**config.mk**
```make
export PLATFORM = sky130hd
export DESIGN_NAME = aes_key_sched_ctrl
export DESIGN_NICKNAME = d
export VERILOG_FILES = /design/src/rtl/aes_key_sched_ctrl.sv
export SDC_FILE = /design/constraint.sdc
export NUM_CORES = 2
export LEC_CHECK = 0
export ABC_AREA = 1
export BUFFER_PORTS_ARGS = -buffer_cell sky130_fd_sc_hd__buf_2
export CAP_MARGIN = 20
export CORE_AREA = 5 5 383 385
export DETAILED_ROUTE_END_ITERATION = 12
export DIE_AREA = 0 0 388 390
export PLACE_DENSITY = 0.77
export SETUP_SLACK_MARGIN = 0.2
export SKIP_CTS_REPAIR_TIMING = 1
export SLEW_MARGIN = 10
export SYNTH_ARGS = -nofsm -noshare
export SYNTH_HDL_FRONTEND = slang
export SYNTH_SLANG_ARGS = --single-unit
export TNS_END_PERCENT = 50
```
**constraint.sdc**
```tcl
create_clock -name clk -period 3.93 [get_ports clk]
set_input_delay 0.393 -clock clk [delete_from_list [all_inputs] [get_ports clk]]
set_output_delay 0.393 -clock clk [all_outputs]
set_load 0.02 [all_outputs]
```
**src/rtl/aes_key_sched_ctrl.sv**
```systemverilog
// -----------------------------------------------------------------------------
// aes_key_sched_ctrl
//
// Iterative AES-128 key-expansion sequencer. A 128-bit cipher key is expanded
// into 44 schedule words (11 round keys), one word per clock. A single
// combinational sub_word instance is shared and only consulted on every
// fourth word. The round keys are kept in an 11 x 128 register file and are
// read through a registered read port.
//
// Ports:
//   clk          in   system clock, rising edge
//   rst          in   synchronous active-high reset
//   start        in   request expansion of key_in (ignored while busy)
//   key_in[127:0] in  cipher key, w0 in [127:96] ... w3 in [31:0]
//   busy         out  expansion in progress
//   done         out  one-cycle pulse after the last word is written
//   key_ready    out  full schedule in storage is valid
//   rk_rd_en     in   round-key read strobe
//   rk_addr[3:0] in   round index 0..10
//   rk_data[127:0] out round key {w[4r], w[4r+1], w[4r+2], w[4r+3]}
//   rk_data_vld  out  rk_data valid, one cycle after rk_rd_en
//   dbg_state[1:0] out current sequencer state (0 = IDLE, 1 = EXPAND)
//   dbg_rcon[7:0] out current round constant register
//
// Handshake: start is a level sampled every rising edge; it is accepted only
// when the sequencer is IDLE. rk_rd_en is a one-cycle request with no
// back-pressure; every accepted request yields rk_data_vld exactly one cycle
// later.
// -----------------------------------------------------------------------------

// Combinational SubWord: four parallel AES S-box lookups, one per byte lane.
module sub_word (
    input  logic [31:0] in,
    output logic [31:0] out
);
    localparam logic [7:0] SBOX [256] = '{
        8'h63, 8'h7c, 8'h77, 8'h7b, 8'hf2, 8'h6b, 8'h6f, 8'hc5, 8'h30, 8'h01, 8'h67, 8'h2b, 8'hfe, 8'hd7, 8'hab, 8'h76,
        8'hca, 8'h82, 8'hc9, 8'h7d, 8'hfa, 8'h59, 8'h47, 8'hf0, 8'had, 8'hd4, 8'ha2, 8'haf, 8'h9c, 8'ha4, 8'h72, 8'hc0,
        8'hb7, 8'hfd, 8'h93, 8'h26, 8'h36, 8'h3f, 8'hf7, 8'hcc, 8'h34, 8'ha5, 8'he5, 8'hf1, 8'h71, 8'hd8, 8'h31, 8'h15,
        8'h04, 8'hc7, 8'h23, 8'hc3, 8'h18, 8'h96, 8'h05, 8'h9a, 8'h07, 8'h12, 8'h80, 8'he2, 8'heb, 8'h27, 8'hb2, 8'h75,
        8'h09, 8'h83, 8'h2c, 8'h1a, 8'h1b, 8'h6e, 8'h5a, 8'ha0, 8'h52, 8'h3b, 8'hd6, 8'hb3, 8'h29, 8'he3, 8'h2f, 8'h84,
        8'h53, 8'hd1, 8'h00, 8'hed, 8'h20, 8'hfc, 8'hb1, 8'h5b, 8'h6a, 8'hcb, 8'hbe, 8'h39, 8'h4a, 8'h4c, 8'h58, 8'hcf,
        8'hd0, 8'hef, 8'haa, 8'hfb, 8'h43, 8'h4d, 8'h33, 8'h85, 8'h45, 8'hf9, 8'h02, 8'h7f, 8'h50, 8'h3c, 8'h9f, 8'ha8,
        8'h51, 8'ha3, 8'h40, 8'h8f, 8'h92, 8'h9d, 8'h38, 8'hf5, 8'hbc, 8'hb6, 8'hda, 8'h21, 8'h10, 8'hff, 8'hf3, 8'hd2,
        8'hcd, 8'h0c, 8'h13, 8'hec, 8'h5f, 8'h97, 8'h44, 8'h17, 8'hc4, 8'ha7, 8'h7e, 8'h3d, 8'h64, 8'h5d, 8'h19, 8'h73,
        8'h60, 8'h81, 8'h4f, 8'hdc, 8'h22, 8'h2a, 8'h90, 8'h88, 8'h46, 8'hee, 8'hb8, 8'h14, 8'hde, 8'h5e, 8'h0b, 8'hdb,
        8'he0, 8'h32, 8'h3a, 8'h0a, 8'h49, 8'h06, 8'h24, 8'h5c, 8'hc2, 8'hd3, 8'hac, 8'h62, 8'h91, 8'h95, 8'he4, 8'h79,
        8'he7, 8'hc8, 8'h37, 8'h6d, 8'h8d, 8'hd5, 8'h4e, 8'ha9, 8'h6c, 8'h56, 8'hf4, 8'hea, 8'h65, 8'h7a, 8'hae, 8'h08,
        8'hba, 8'h78, 8'h25, 8'h2e, 8'h1c, 8'ha6, 8'hb4, 8'hc6, 8'he8, 8'hdd, 8'h74, 8'h1f, 8'h4b, 8'hbd, 8'h8b, 8'h8a,
        8'h70, 8'h3e, 8'hb5, 8'h66, 8'h48, 8'h03, 8'hf6, 8'h0e, 8'h61, 8'h35, 8'h57, 8'hb9, 8'h86, 8'hc1, 8'h1d, 8'h9e,
        8'he1, 8'hf8, 8'h98, 8'h11, 8'h69, 8'hd9, 8'h8e, 8'h94, 8'h9b, 8'h1e, 8'h87, 8'he9, 8'hce, 8'h55, 8'h28, 8'hdf,
        8'h8c, 8'ha1, 8'h89, 8'h0d, 8'hbf, 8'he6, 8'h42, 8'h68, 8'h41, 8'h99, 8'h2d, 8'h0f, 8'hb0, 8'h54, 8'hbb, 8'h16
    };

    assign out = {SBOX[in[31:24]], SBOX[in[23:16]], SBOX[in[15:8]], SBOX[in[7:0]]};
endmodule

module aes_key_sched_ctrl #(
    parameter int NR = 10,
    parameter int NK = 4
) (
    input  logic         clk,
    input  logic         rst,
    input  logic         start,
    input  logic [127:0] key_in,
    output logic         busy,
    output logic         done,
    output logic         key_ready,
    input  logic         rk_rd_en,
    input  logic [3:0]   rk_addr,
    output logic [127:0] rk_data,
    output logic         rk_data_vld,
    output logic [1:0]   dbg_state,
    output logic [7:0]   dbg_rcon
);
    localparam int NWORDS = NK * (NR + 1);      // 44 schedule words
    localparam int NSLOTS = NR + 1;             // 11 round keys

    typedef enum logic [1:0] {
        IDLE   = 2'd0,
        EXPAND = 2'd1
    } state_t;

    state_t       state;
    logic [5:0]   idx;                          // index of the word being produced
    logic [7:0]   rcon;
    logic [31:0]  win [4];                      // win[0] = w[i-4] ... win[3] = w[i-1]
    logic [127:0] rf  [NSLOTS];

    logic [31:0]  rot_w;
    logic [31:0]  sub_out;
    logic [31:0]  temp_w;
    logic [31:0]  new_w;
    logic         sub_cycle;
    logic [7:0]   rcon_next;

    // RotWord of the most recent word feeds the shared S-box.
    assign rot_w = {win[3][23:0], win[3][31:24]};

    sub_word u_sub_word (
        .in  (rot_w),
        .out (sub_out)
    );

    assign sub_cycle = (idx[1:0] == 2'd0);
    assign rcon_next = {rcon[6:0], 1'b0} ^ (rcon[7] ? 8'h1b : 8'h00);

    always_comb begin
        temp_w = win[3];
        if (sub_cycle) begin
            temp_w = sub_out ^ {rcon, 24'h0};
        end
        new_w = win[0] ^ temp_w;
    end

    assign dbg_state = state;
    assign dbg_rcon  = rcon;

    // Sequencer, schedule storage and sliding word window.
    always_ff @(posedge clk) begin
        if (rst) begin
            state     <= IDLE;
            idx       <= 6'd0;
            rcon      <= 8'h01;
            busy      <= 1'b0;
            done      <= 1'b0;
            key_ready <= 1'b0;
            for (int i = 0; i < 4; i++) begin
                win[i] <= 32'h0;
            end
            for (int s = 0; s < NSLOTS; s++) begin
                rf[s] <= 128'h0;
            end
        end else begin
            done <= 1'b0;
            case (state)
                IDLE: begin
                    if (start) begin
                        rf[0]     <= key_in;
                        win[0]    <= key_in[127:96];
                        win[1]    <= key_in[95:64];
                        win[2]    <= key_in[63:32];
                        win[3]    <= key_in[31:0];
                        idx       <= 6'd4;
                        rcon      <= 8'h01;
                        busy      <= 1'b1;
                        key_ready <= 1'b0;
                        state     <= EXPAND;
                    end
                end
                EXPAND: begin
                    case (idx[1:0])
                        2'd0: rf[idx[5:2]][127:96] <= new_w;
                        2'd1: rf[idx[5:2]][95:64]  <= new_w;
                        2'd2: rf[idx[5:2]][63:32]  <= new_w;
                        default: rf[idx[5:2]][31:0] <= new_w;
                    endcase
                    win[0] <= win[1];
                    win[1] <= win[2];
                    win[2] <= win[3];
                    win[3] <= new_w;
                    // The last rcon use (word 40) leaves 0x36 in place.
                    if (sub_cycle && (idx != 6'(NWORDS - 4))) begin
                        rcon <= rcon_next;
                    end
                    if (idx == 6'(NWORDS - 1)) begin
                        busy      <= 1'b0;
                        done      <= 1'b1;
                        key_ready <= 1'b1;
                        state     <= IDLE;
                    end else begin
                        idx <= idx + 6'd1;
                    end
                end
                default: begin
                    state <= IDLE;
                    busy  <= 1'b0;
                end
            endcase
        end
    end

    // Registered read port. Because storage is updated with non-blocking
    // assignments, a read of a slot being written this cycle sees old data.
    always_ff @(posedge clk) begin
        if (rst) begin
            rk_data     <= 128'h0;
            rk_data_vld <= 1'b0;
        end else begin
            rk_data_vld <= rk_rd_en;
            if (rk_rd_en) begin
                if (rk_addr <= 4'(NR)) begin
                    rk_data <= rf[rk_addr];
                end else begin
                    rk_data <= 128'h0;
                end
            end
        end
    end
endmodule

```
==> out/metrics.yaml <==
sta:
  finalMaxSlewViolations: 0
  hold_ws_ns: -0.00555
  rsz0062_at_grt: "true"
  fmax_ghz: 0.270
  hold_viol: 1
  slew_headroom_pct: 30.1
  finalClockSkew_ns: 0.0590
  tns_ns: 0
  setup_viol: 0
  worst_pin_slew_ns: 1.05
  finalCritPeriodShare_pct: 94.4
  min_period_ns: 3.71
final_layout:
  final_cell_mix: "nor2_1 (1889), nand2_1 (1552), edfxtp_1 (1408)"
  multi_input_comb_area_sq_um: 32100
  final_common_cell: "nor2_1"
  num-nets-final: 10062
  area_growth_pct: 12.7
  post-route-util_pct: 67.1
  drive_gt1_share_pct: 11.7
  seq_area_sq_um: 47800
  nFillCells: 11013
floorplan:
  rows: 139
  io_pins: 278
  core_region_area_sq_um: 143000
  die_y_microns: 390
  die_area_sq_um: 151000
  start_util_pct: 59.5
  die_w_microns: 388
global_routing:
  grt-ovfl-total: 0
  first_global_vias: 76781
  grt_pass1_wl_mm: 511
  grt_start_max_net_pins: 149
  grt_usage_pct: 45.5
  antenna_found_initial: 23
worst_setup_path:
  worstPathArrival_ns: 4.26
  cp_max_fo: 9
  critPathKind: "reg -> reg"
  end_kind: "flip-flop"
  cp.required_ns: 4.48
  worstSetupStartpointType: "flip-flop"
synthesis:
  async_flop_share_pct: 0
  synth_edf_count: 1408
  synth_area_sq_um: 85000
  postSynthCellCount: 9739
  syn-num-nets: 9940
  ys_warn_count: 0
  synthDistinctLibCells: 42
  syn_avg_cell_area_sq_um: 8.72
  synth_seq_cells: 1682
  synth_flop_cell: "edfxtp_1"
  ys_seq_area_share_pct: 56.2
clock_network:
  cts_buffers: 167
  cts.clk_slew.worst_paths_ns: 0.06
  htreeDepth: 4
  root_buffer: "clkbuf_16"
  cts_buffer_depth: 3
  clk_latency_ns: 0.85
  cts_tree: "done"
  cts_sinks: 1682
placed_design:
  gp_congestion: 1.09
  dpl.hpwl_mm: 231
  portBuffers: 276
drt:
  vias: 81052
  firstDrtPassIters: 7
  viasPerCell: 6.80
  route.detailed.drc: 0
  finalWirelength_mm: 356
  ant_nets: 0
  post_drt_wl_per_cell_microns: 29.9
  first_iter_violations: 14879
pwr:
  p_sw_mw: 15.3
  powerDensity_nw_per_um2: 498
  pwr-share-seq_pct: 43.6
  comb_power_share_pct: 21.9
  ir_drop_mv: 0.579
  p_leak_nw: 37.4
  pwr-share-clk_pct: 34.4
  total_power_mw: 47.6
  p_int_mw: 32.4
  switching_share_pct: 32.0
worst_hold_path:
  hold_path.class: "in -> reg"
run_status:
  violations: "hold timing"
  outcome: "complete, but fails checks"
job:
  maxCapViolCount: 0
-- cells in the mapped netlist (6+ instances only) --
cell	count	area [sq um]
buf_2	165	826
a21oi_1	489	2450
clkbuf_1	489	1840
nand2_1	1558	5850
nand3_2	30	300
nor3_1	11	55.1
edfxtp_1	1408	42300
nand4_1	16	100
o211ai_1	231	1730
inv_2	122	458
buf_6	14	158
o22ai_1	147	920
ha_1	65	813
o31ai_1	6	45.0
inv_1	333	1250
o21ai_0	962	4810
nor2_1	1895	7110
o221ai_1	133	1160
o21ai_1	20	100
nand3_1	1040	5200
buf_4	33	248
clkinv_1	9	33.8
a31oi_1	140	876
buf_1	90	338
nor2_2	8	50.1
dfxtp_1	274	5490
nand3b_1	20	150
-- cell type report --
class | instances | share of cell area (%)
clock buffer | 236 | 4.83
tap | 1903 | 2.49
timing repair buffer | 745 | 6.33
clock inverter | 74 | 1.04
antenna | 10 | 0.0261
sequential | 1682 | 49.9
multi-input combinational | 6799 | 33.5
inverter | 466 | 1.87
-- worst max-delay path, stage by stage (launching register included) --
cell and delay [ns]:
edfxtp_1 0.53, buf_4 0.25, ha_1 0.30, nor2_1 0.31, buf_4 0.21, inv_1 0.08
nand3_1 0.08, a21oi_1 0.09, o21ai_0 0.25, nand3_1 0.11, nand3_1 0.14, nand3_1 0.20
nand2_1 0.11, nand2_1 0.06, nand3_2 0.16, buf_4 0.20, nand2_1 0.09, inv_2 0.19
nor2_1 0.09
-- through the flow --
stage	hold WS [ns]	worst slack (ns)	instance area (sq um)	std cells
2_1_floorplan	0.477	0.795	85000	9739
3_3_place_gp	0.502	0.230	90000	11585
3_5_place_dp	0.506	0.251	90000	11585
4_1_cts	-0.116	0.216	95600	11895
5_1_grt	0.00964	0.124	95700	11906
6_report	-0.00555	0.220	95800	11915
-- routing by layer --
metal | up-vias | wire length (microns) | track usage (%) | share of wire, %
li1 | 34056 | - | - | -
met1 | 38046 | 118000 | 58.1 | 33
met2 | 7384 | 154000 | 68.0 | 43
met3 | 1554 | 55500 | 13.7 | 16
met4 | 12 | 28200 | 29.0 | 7.9
met5 | - | 141 | 0.766 | 0.040
-- power groups by stage --
stage               logic [mW]  clock network [mW]  registers, mW
floorplan                 5.55                   0           21.1
global placement          9.94                   0           21.1
detailed placement        9.87                   0           21.1
CTS                       9.94                16.3           20.8
global route              10.9                17.1           20.8
finish                    10.4                16.4           20.8
-- kinds of logic after synthesis --
group,synth area share (%)
AOI/OAI and AO/OA,14.4
xor gates and xnor gates,0.0206
adders and majority gates,0.957
buffers and inverters,6.08
DFF,56.2
other,0.00441
and+or+nand+nor,22.4
-- path summary, 6_finish.rpt --
check	startpoint	to	slack [ns]	depth (start not counted)
worst max register to register	win[3][24]	rf[6][7]	0.22	18
worst max-delay path	win[3][24]	rf[6][7]	0.22	18
worst min register to register	win[1][1]	win[0][1]	0.51	2
worst min-delay path	key_in[88]	win[1][24]	-0.006	3
-- sequential cells by signal, summed over array words and instances, names as in the netlist --
register	cells
dbg_rcon	8
dbg_state	1
done	1
idx	6
key_ready	1
rf	1408
rk_data	128
rk_data_vld	1
win	128
No activity file was read; power rests on OpenSTA's default activity.
